===== src/rtl/mux_4_to_1_rr_arbiter.sv =====
// Round-robin arbiter sequencing one shared 4:1 data mux between four requesters.
// Optional hold limit (forced rotation after MAX_HOLD grant cycles) enabled by MUX_HOLD_LIMIT_EN.
module mux_4_to_1_rr_arbiter #(
    parameter int unsigned MAX_HOLD = 8,
    parameter logic        OUT_IDLE = 1'b0
) (
    input  logic       clk,
    input  logic       reset,
    input  logic [3:0] req_lines,
    input  logic [3:0] input_lines,
    output logic [3:0] grant_lines,
    output logic [1:0] select_lines,
    output logic       out,
    output logic       busy
);

    typedef enum logic {
        ST_IDLE  = 1'b0,
        ST_GRANT = 1'b1
    } state_t;

    // A hold limit below 2 would rotate before the owner ever sees its data.
    if (MAX_HOLD < 2) begin : g_max_hold_too_small
    end

    state_t     state_q, state_d;
    logic [3:0] grant_q, grant_d;
    logic [1:0] sel_q,   sel_d;
    logic       out_q,   out_d;
    logic [1:0] last_q,  last_d;
    logic [2:0] idle_pick;
    logic [2:0] next_pick;
    logic [3:0] others;
    logic       rotate;

`ifdef MUX_HOLD_LIMIT_EN
    localparam int unsigned HOLD_W = (MAX_HOLD > 2) ? $clog2(MAX_HOLD) : 1;
    localparam logic [HOLD_W-1:0] HOLD_TOP = HOLD_W'(MAX_HOLD - 1);

    logic [HOLD_W-1:0] hold_q, hold_d;
`endif

    // Returns {found, index}: first set bit of mask searching from last+1 with wrap.
    function automatic logic [2:0] rr_pick(input logic [3:0] mask, input logic [1:0] last);
        logic [1:0] idx;
        rr_pick = 3'b000;
        for (int i = 3; i >= 0; i--) begin
            idx = last + 2'(i + 1);
            if (mask[idx]) begin
                rr_pick = {1'b1, idx};
            end
        end
    endfunction

    always_comb begin
        state_d   = state_q;
        grant_d   = grant_q;
        sel_d     = sel_q;
        out_d     = out_q;
        last_d    = last_q;
        others    = req_lines & ~grant_q;
        idle_pick = rr_pick(req_lines, last_q);
        next_pick = rr_pick(others, sel_q);
        rotate    = 1'b0;
`ifdef MUX_HOLD_LIMIT_EN
        hold_d    = hold_q;
`endif
        case (state_q)
            ST_IDLE: begin
                out_d = OUT_IDLE;
                if (idle_pick[2]) begin
                    state_d = ST_GRANT;
                    grant_d = 4'(1) << idle_pick[1:0];
                    sel_d   = idle_pick[1:0];
`ifdef MUX_HOLD_LIMIT_EN
                    hold_d  = '0;
`endif
                end
            end
            ST_GRANT: begin
                out_d  = input_lines[sel_q];
                rotate = !req_lines[sel_q];
`ifdef MUX_HOLD_LIMIT_EN
                if (hold_q == HOLD_TOP) begin
                    if (others != 4'b0000) begin
                        rotate = 1'b1;
                    end
                end else begin
                    hold_d = hold_q + 1'b1;
                end
`endif
                if (rotate) begin
                    last_d = sel_q;
`ifdef MUX_HOLD_LIMIT_EN
                    hold_d = '0;
`endif
                    if (next_pick[2]) begin
                        grant_d = 4'(1) << next_pick[1:0];
                        sel_d   = next_pick[1:0];
                    end else begin
                        state_d = ST_IDLE;
                        grant_d = 4'b0000;
                        out_d   = OUT_IDLE;
                    end
                end
            end
            default: begin
                state_d = ST_IDLE;
                grant_d = 4'b0000;
                out_d   = OUT_IDLE;
            end
        endcase
    end

    always_ff @(posedge clk) begin
        if (reset) begin
            state_q <= ST_IDLE;
            grant_q <= 4'b0000;
            sel_q   <= 2'b00;
            out_q   <= OUT_IDLE;
            last_q  <= 2'd3;
        end else begin
            state_q <= state_d;
            grant_q <= grant_d;
            sel_q   <= sel_d;
            out_q   <= out_d;
            last_q  <= last_d;
        end
    end

`ifdef MUX_HOLD_LIMIT_EN
    always_ff @(posedge clk) begin
        if (reset) begin
            hold_q <= '0;
        end else begin
            hold_q <= hold_d;
        end
    end
`endif

    assign grant_lines  = grant_q;
    assign select_lines = sel_q;
    assign out          = out_q;
    assign busy         = (state_q == ST_GRANT);

endmodule


===== config.mk =====
export PLATFORM = sky130hd
export DESIGN_NAME = mux_4_to_1_rr_arbiter
export DESIGN_NICKNAME = d
export VERILOG_FILES = /design/src/rtl/mux_4_to_1_rr_arbiter.sv
export SDC_FILE = /design/constraint.sdc
export NUM_CORES = 1
export LEC_CHECK = 0
export CORE_ASPECT_RATIO = 1.2
export CORE_MARGIN = 4
export CORE_UTILIZATION = 43
export CTS_BUF_LIST = sky130_fd_sc_hd__clkbuf_16
export DETAILED_ROUTE_END_ITERATION = 8
export GPL_TIMING_DRIVEN = 0
export HOLD_SLACK_MARGIN = 0.15
export PLACE_DENSITY_LB_ADDON = 0.2
export SYNTH_ARGS = -nofsm -noshare
export SYNTH_HDL_FRONTEND = slang
export SYNTH_SLANG_ARGS = --single-unit

===== constraint.sdc =====
create_clock -name clk -period 1.5 [get_ports clk]
set_input_delay 0.3 -clock clk [delete_from_list [all_inputs] [get_ports clk]]
set_output_delay 0.3 -clock clk [all_outputs]
set_load 0.02 [all_outputs]

==> results_dict.tcl <==
set metrics [dict create \
    path_cells "buf_6 > mux4_2 > clkinv_4 > nand2_4 > or4_1 > nand3_1" \
    yosysTopAreaCellShare 0.2685 \
    dr_total_vias 809 \
    period_needed_ps 1695 \
    power_uw 1319 \
    whs_path_depth 2 \
    layout_common_cells "dfxtp_1 (8), dlygate4sd2_1 (8), clkdlybuf4s50_1 (7)" \
    fin_cells 132 \
    grt_max_degree 11 \
    pwr_density_cell_nw_per_um2 1186 \
    ys_seq_elements 10 \
    drt-total-wl_mm 2.115 \
    dr.pass1.iters 4 \
    row_count 16 \
    clock_skew_ps 0.9447 \
    pwr-share-seq 0.255 \
    numCtsBuffers 3 \
    fin_nets 125 \
    timing.final.crit_share 1.130 \
    synth_cells 88 \
    syn-cell-area_um2 745.7 \
    cap_violations 0 \
    crit_start "select_lines[0]" \
    synth_flop_cell "dfxtp_1" \
    cp-endpoint "grant_lines[1]" \
    drc 0 \
    slowest_stage "mux4_2" \
    die_h_um 53.62 \
    syn_area_per_cell_um2 8.474 \
    synth_edf_count 0 \
    crit_family "multiplexers" \
    r2r_end "grant_lines[1]" \
    endpoint_kind "flip-flop" \
    antenna_found_initial 0 \
    synth_top_area_cell "dfxtp_1" \
    critPathArrivalTime_ps 1880 \
    synth.yosys.seq_area_share 0.2685 \
    worst_pin_slew_ps 520.9 \
    dpl.hpwl_mm 1.426 \
    grt_pass1_wl_mm 3.312 \
    htree_levels 1 \
    dr.max_layer_used "met4" \
    viasPerCell 6.129 \
    drive_above_1_share 0.2719 \
    ir_worst_vdd_uv 914.4 \
    yosys-top-cells-area "dfxtp_1 (27%), nor2b_1 (5.9%), nor3_1 (4.7%), nand2b_1 (4.2%), a21oi_1 (4.0%)" \
    status "finished, violations left" \
    synthArstFlopShare 0 \
    cp.depth 6 \
    grt_pass1_vias 765 \
    clk_latency_ps 240 \
    crit_path_start_kind "flip-flop" \
    holdWs_ps 312.3 \
    cp_num_buf_inv 2 \
    pwr-share-comb 0.380 \
    diodes 0 \
    switching_share 0.3186 \
    reg2reg_depth 6 \
    dp.cells 122 \
    ant_nets 0 \
    worstPathRequired_ps 1680 \
    hp-class "input port to flip-flop" \
    cts_tree "yes" \
    timing.final.ws_setup_ps -195.2 \
    area_growth_pct 49.16 \
    dp_slack_ps -727.5 \
    yosys_warnings 0 \
    wl_met2_um 947 \
    switching_power_uw 420.3 \
    p_clk_frac 0.365 \
    critPathKind "flip-flop to flip-flop" \
    r2r_start "select_lines[0]" \
    hold_viol 0 \
    leakagePower_uw 0.0004992 \
    chipWidth_um 46.02 \
    ios 18 \
    place_area_um2 945.9 \
    post_drt_wl_per_cell_um 16.02 \
    path_clk_slew_ps 40 \
    setup_viol 9 \
    crit_fanout 6 \
    max_freq_ghz 0.5899 \
    synth.distinct_cells 40 \
    p_int_uw 898.8 \
    max_stage_delay_ps 570 \
    cts_sinks 10 \
    cts-root-buf "clkbuf_16" \
    design_area_um2 1112 \
    clock_path_buffers 2 \
    slew_headroom 0.6498 \
    rsz0062_at_grt "true" \
    initial_utilization 0.4543 \
    core_area_um2 1642 \
    r2r_slack_ps -200 \
    gp_congestion 0.8149 \
    postCtsHoldBufs 0 \
    grtUsageTotal 0.1881 \
    syn_nets 98 \
    wl_met3_um 173 \
    io_buffers 16 \
    initialDrtViolationCount 23 \
    grt_overflow 0 \
    report.final.slew_viol_count 0 \
    drt-met1-wl_um 933 \
    dieArea_um2 2467 \
    failed_checks "negative setup slack" \
]
## layer usage
| metal | vias to the layer above | track usage |
|---|---|---|
| met4 | 0 | 0.1280 |
| met1 | 383 | 0.2294 |
| met3 | 7 | 0.04682 |
| met5 | - | 0 |
| li1 | 385 | - |
| met2 | 34 | 0.2844 |
## through the flow
step | TNS [ps] | util
floorplan | -630.4 | -
global placement | -5515 | 0.5762
detailed placement | -5505 | 0.5762
CTS | -932.1 | 0.6585
global route | -1829 | 0.6776
finish | -1081 | 0.6776
## power by group through the flow
stage / Combinational [uW] / Clock, uW / Sequential [uW]
finish: 501 / 481 / 336
global route: 540 / 499 / 343
CTS: 467 / 488 / 336
detailed placement: 425 / 0 / 339
global placement: 421 / 0 / 337
floorplan: 261 / 0 / 369
## worst min-delay path by stage
stage                      endpoint            from  slack [ps]
floorplan                 last_q[0]       last_q[0]         470
global placement     grant_lines[1]  grant_lines[1]         470
detailed placement   grant_lines[1]  grant_lines[1]         480
CTS                 select_lines[0]           reset         320
global route        select_lines[0]           reset         320
finish              select_lines[0]           reset         310
## cell type report
type	instances	area, um2
multi-input combinational	71	550.5
fill	140	529.3
sequential	10	205.2
timing repair buffer	22	201.4
clock buffer	3	75.07
buffer	4	37.54
tap	18	22.52
inverter	3	16.27
clock inverter	1	3.754
## cell usage after synthesis, types with 2 or more instances
| master | n |
|---|---|
| a211oi_1 | 2 |
| a21oi_1 | 6 |
| buf_2 | 2 |
| dfxtp_1 | 10 |
| inv_1 | 2 |
| mux2i_1 | 3 |
| nand2_1 | 5 |
| nand2b_1 | 5 |
| nand3_1 | 3 |
| nor2_1 | 4 |
| nor2b_1 | 7 |
| nor3_1 | 7 |
| o211a_1 | 2 |
| o21ai_0 | 4 |
## flip-flops by register name, summed over array words and instances, names as in the netlist
name	flops
grant_lines	4
last_q	2
select_lines	2
busy	1
out	1
## repair_timing
item / CTS / global route
endpoints found under the setup margin: 14 / 9
resized for setup: 17 / 5
pin swaps: 3 / 0
buffers inserted: 5 / 1
## logic make-up after synthesis
group / count (synthesis) / share of synthesized area
buffers and inverters: 7 / 0.06375
AND/OR/NAND/NOR: 41 / 0.3155
flip-flops: 10 / 0.2685
multiplexers: 5 / 0.1057
AO/OA/AOI/OAI: 25 / 0.2467
No activity file was read; power rests on OpenSTA's default activity.
==> variant 1, RTL diff (config.mk and constraints unchanged) <==
Change the parameter `OUT_IDLE` from 1'b0 to 1'b1.
--- a/src/rtl/mux_4_to_1_rr_arbiter.sv
+++ b/src/rtl/mux_4_to_1_rr_arbiter.sv
@@ -2,7 +2,7 @@
 // Optional hold limit (forced rotation after MAX_HOLD grant cycles) enabled by MUX_HOLD_LIMIT_EN.
 module mux_4_to_1_rr_arbiter #(
     parameter int unsigned MAX_HOLD = 8,
-    parameter logic        OUT_IDLE = 1'b0
+    parameter logic        OUT_IDLE = 1'b1
 ) (
     input  logic       clk,
     input  logic       reset,
Check against the original RTL: not equivalent (Yosys sat finds a counterexample within 4 cycles, from zero or initial values and one cycle with reset high).
==> variant 1 against the original RTL <==
Synthesized cell count up 3.4%; power fell by 0.65%; sequential cell count stayed put; non-clock buffer count increased by 1; highest routed layer unchanged; design area up 1.5%; routed wire length grew 9.0%; hold slack better by 37 ps; maximum frequency fell by 5.4%; sequential share of layout area fell by 0.27 points; worst setup slack worse by 96 ps; the flow still finishes with violations (negative setup slack); combinational power about the same; area after synthesis shrank 0.50%.
==> variant 1: results <==
[critical_path]
cp_max_fo = 5
worst_ep_arrival_time_ps = 1970

[placement]
post-place-cells = 125
dp_hpwl_mm = 1.46
place.gp.congestion = 0.999
pre_cts_slack_ps = -728
place_area_sq_um = 942

[route]
drt-initial-drc-count = 24
via_per_inst = 6.02
wl_mm = 2.31

[sta]
finClkSkew_ps = 5.93
timing.final.ws_setup_ps = -291
tns_ps = -1270
slew_headroom_pct = 72.6
setup_viol = 9

[floorplanning]
die_x_microns = 45.9

[synthesis]
ys_top_cells_by_count = "dfxtp_1, nor2_1, nor3_1, o21ai_0, nor2b_1"
synth.mux.area_fraction_pct = 7.93
synth_area_leaders = "dfxtp_1, nor3_1, nor2b_1"
ys_seq_area_share_pct = 27.0
syn_inst = 91
syn_nets = 101
synth_compound_area_share_pct = 26.0
ys_types = 39
syn_area_sq_um = 742

[grt]
grt_util_all_layers_pct = 19.5
grt_pass1_vias = 733

[cts]
cts_setup_buffers = 4

[layout]
fillers = 131
layout.cells.non_filler = 136
final_layout_size_suffix_gt1_share_pct = 31.4
antennaDiodeCount = 0

[run_status]
status = "finished, violations left"
violations = "negative setup slack"

[pwr]
leakagePower_nw = 0.483
swShare_pct = 31.8
irDropWorstVdd_v = 0.000773
[variant 1: cell types whose count changed after synthesis, sizes merged, moves of 2 or more]
cell   before  now
o21ai       4    7
inv         2    4
nand2       6    3
nor2        4    8
mux2i       3    1
[variant 1: cell type report]
type / count / area (sq um) / area share [%]
inverter: 4 / 17.5 / 1.55
multi-input combinational: 73 / 571 / 50.6
buffer: 4 / 31.3 / 2.77
sequential: 10 / 205 / 18.2
clock buffer: 3 / 75.1 / 6.65
clock inverter: 1 / 3.75 / 0.333
tap: 18 / 22.5 / 2.00
timing repair buffer: 23 / 203 / 18.0
[variant 1: layer usage]
layer,wire length (microns),share of wire [%],track usage [%],vias to the layer above
met5,0,0,0,-
met4,55,2.4,12.8,0
met3,107,4.6,5.78,5
met1,982,43,23.7,389
met2,1160,50,29.1,30
li1,-,-,-,395
[variant 1: final timing paths]
| kind | slack [ps] | startpoint | cells past startpoint | to |
|---|---|---|---|---|
| max | -290 | select_lines[0] | 6 | grant_lines[3] |
| max reg2reg | -290 | select_lines[0] | 6 | grant_lines[3] |
| min | 350 | reset | 2 | select_lines[0] |
| min reg2reg | 510 | grant_lines[1] | 2 | grant_lines[1] |
[variant 1: worst reg2reg max path, delay by kind of cell, from the launching register on]
family | cells | cell delay [ps]
compound gates | 1 | 210
mux | 1 | 550
buf+inv | 2 | 240
simple gates | 2 | 380
flops | 1 | 340
[variant 1: power groups by stage]
| stage | Clock, mW | Combinational, mW | Sequential (mW) |
|---|---|---|---|
| final | 0.475 | 0.500 | 0.335 |
| after detailed placement | 0 | 0.413 | 0.337 |
| after floorplan | 0 | 0.250 | 0.366 |
| after CTS | 0.483 | 0.436 | 0.335 |
| after global routing | 0.501 | 0.536 | 0.340 |
| after global placement | 0 | 0.412 | 0.336 |
==> variant 2, RTL diff (config.mk and constraints unchanged) <==
Without the edit above. The option `MUX_HOLD_LIMIT_EN` is turned on by a define.
--- a/src/rtl/mux_4_to_1_rr_arbiter.sv
+++ b/src/rtl/mux_4_to_1_rr_arbiter.sv
@@ -1,5 +1,7 @@
 // Round-robin arbiter sequencing one shared 4:1 data mux between four requesters.
 // Optional hold limit (forced rotation after MAX_HOLD grant cycles) enabled by MUX_HOLD_LIMIT_EN.
+`define MUX_HOLD_LIMIT_EN
+
 module mux_4_to_1_rr_arbiter #(
     parameter int unsigned MAX_HOLD = 8,
     parameter logic        OUT_IDLE = 1'b0
Behaviour: not the same (a bounded check fails within 10 cycles, from zero or initial values and one cycle with reset high).
==> variant 2 against the original RTL <==
The run still ends with negative setup slack left; first-iteration DRC count is 13% higher; largest power group unchanged; critical path type unchanged; area after synthesis is 23% higher; worst setup slack worse by 84 ps; routed wire length is 18% higher; power is 15% higher; sequential cell count is 3 higher; synthesized cell count is 10% higher; die area is 19% higher; via count is 13% higher; count of clock-buffer cells in the layout stayed put; design area is 19% higher.
==> variant 2: results <==
[run_status]
status = "finished, violations left"
violations = "negative setup slack"

[critical_path]
crit_path_top_delay_cell = "mux4_2"
critPathLaunch = "select_lines[0]"
path_class = "reg2reg"
cp_max_fo = 5
r2r-end = "select_lines[0]"
worst_ep_arrival_time_ps = 1930
ff2ff_path_depth = 6
path_delay_family = "multiplexers"
slowest_delay_ps = 600

[synthesis]
ys_warn_count = 0
ys_types = 45
ys_seq_area_share_pct = 28.3
synth_enable_flop_cells = 0
syn_nets = 109
synth_area_leaders = "dfxtp_1, nor2_1, nand2b_1"
async_flop_share_pct = 0
ys_top_cells_by_count = "dfxtp_1, nor2_1, nand2b_1"
ys.flop_type = "dfxtp_1"

[min_path]
min_to = "grant_lines[2]"
min_path_cells = 2
hold_class = "reg2reg"
hp-start = "grant_lines[2]"

[grt]
antenna_found_initial = 0
grt_pass1_vias = 863
grt_pass1_wl_mm = 4.02
grt_max_degree = 11
grt_util_all_layers_pct = 17.9

[cts]
cts_inserted_buffers = 3
root_buffer = "clkbuf_16"
htree_levels = 1
max-clock-path-buffers = 2
clock_latency_ps = 240
clk_pin_slew_ps = 50

[pwr]
switchingPower_mw = 0.502
irDropWorstVdd_v = 0.000722
p_int_mw = 1.02
leakagePower_nw = 0.541

[placement]
pre_cts_slack_ps = -985
port_buffers = 17
dp_hpwl_mm = 1.76
place.gp.congestion = 0.823
place_area_sq_mm = 0.00115

[sta]
setup_viol = 13
tightest_slew_ps = 454
tns_ps = -2500
finClkSkew_ps = 0.829
timing.final.ws_setup_ps = -279

[route]
drt-initial-drc-count = 26
wire_per_inst_microns = 15.9
vias = 911
dr.pass1.iters = 4

[layout]
fillers = 161
largest_register_ffs = 4
fin_nets = 139
antennaDiodeCount = 0
final_layout_size_suffix_gt1_share_pct = 37.3
[variant 2: per-layer routing]
layer / wire (microns) / track usage [%] / vias to the layer above
met5: 0 / 0 / -
met1: 1060 / 20.6 / 432
met4: 74 / 9.49 / 0
li1: - / - / 446
met2: 1250 / 31.2 / 24
met3: 108 / 3.29 / 9
[variant 2: per-stage QoR]
step	hold slack, ps	instances
after CTS	505	152
after floorplan	376	97
after global routing	535	156
after detailed placement	498	144
after global placement	490	144
final	503	156
[variant 2: what timing repair did]
| item | 4_1_cts | 5_1_grt |
|---|---|---|
| setup endpoints to repair | 16 | 15 |
| pin swaps | 4 | 8 |
| setup buffers | 4 | 4 |
| gates resized for setup | 16 | 13 |
[variant 2: kinds of logic after synthesis]
group	share of synthesized area, %
DFF	28.3
and+or+nand+nor	25.6
AOI/OAI and AO/OA	32.4
buffers and inverters	4.50
adders and majority gates	2.72
muxes	6.40
[variant 2: power groups by stage]
stage | Clock, mW | Combinational (mW) | Sequential (mW)
floorplan | 0 | 0.316 | 0.480
global placement | 0 | 0.503 | 0.449
detailed placement | 0 | 0.512 | 0.451
CTS | 0.513 | 0.545 | 0.447
global route | 0.529 | 0.614 | 0.457
finish | 0.507 | 0.566 | 0.450
[variant 2: final cells by class]
| cell class | instances | area [sq um] | area share [%] |
|---|---|---|---|
| repair buffers | 25 | 214 | 16.1 |
| well taps | 30 | 37.5 | 2.83 |
| clock inverters | 1 | 5.00 | 0.377 |
| inverters | 3 | 12.5 | 0.943 |
| clock buffers | 3 | 75.1 | 5.66 |
| multi-input cells | 78 | 684 | 51.6 |
| plain buffers | 3 | 28.8 | 2.17 |
| flip-flops and latches | 13 | 269 | 20.3 |
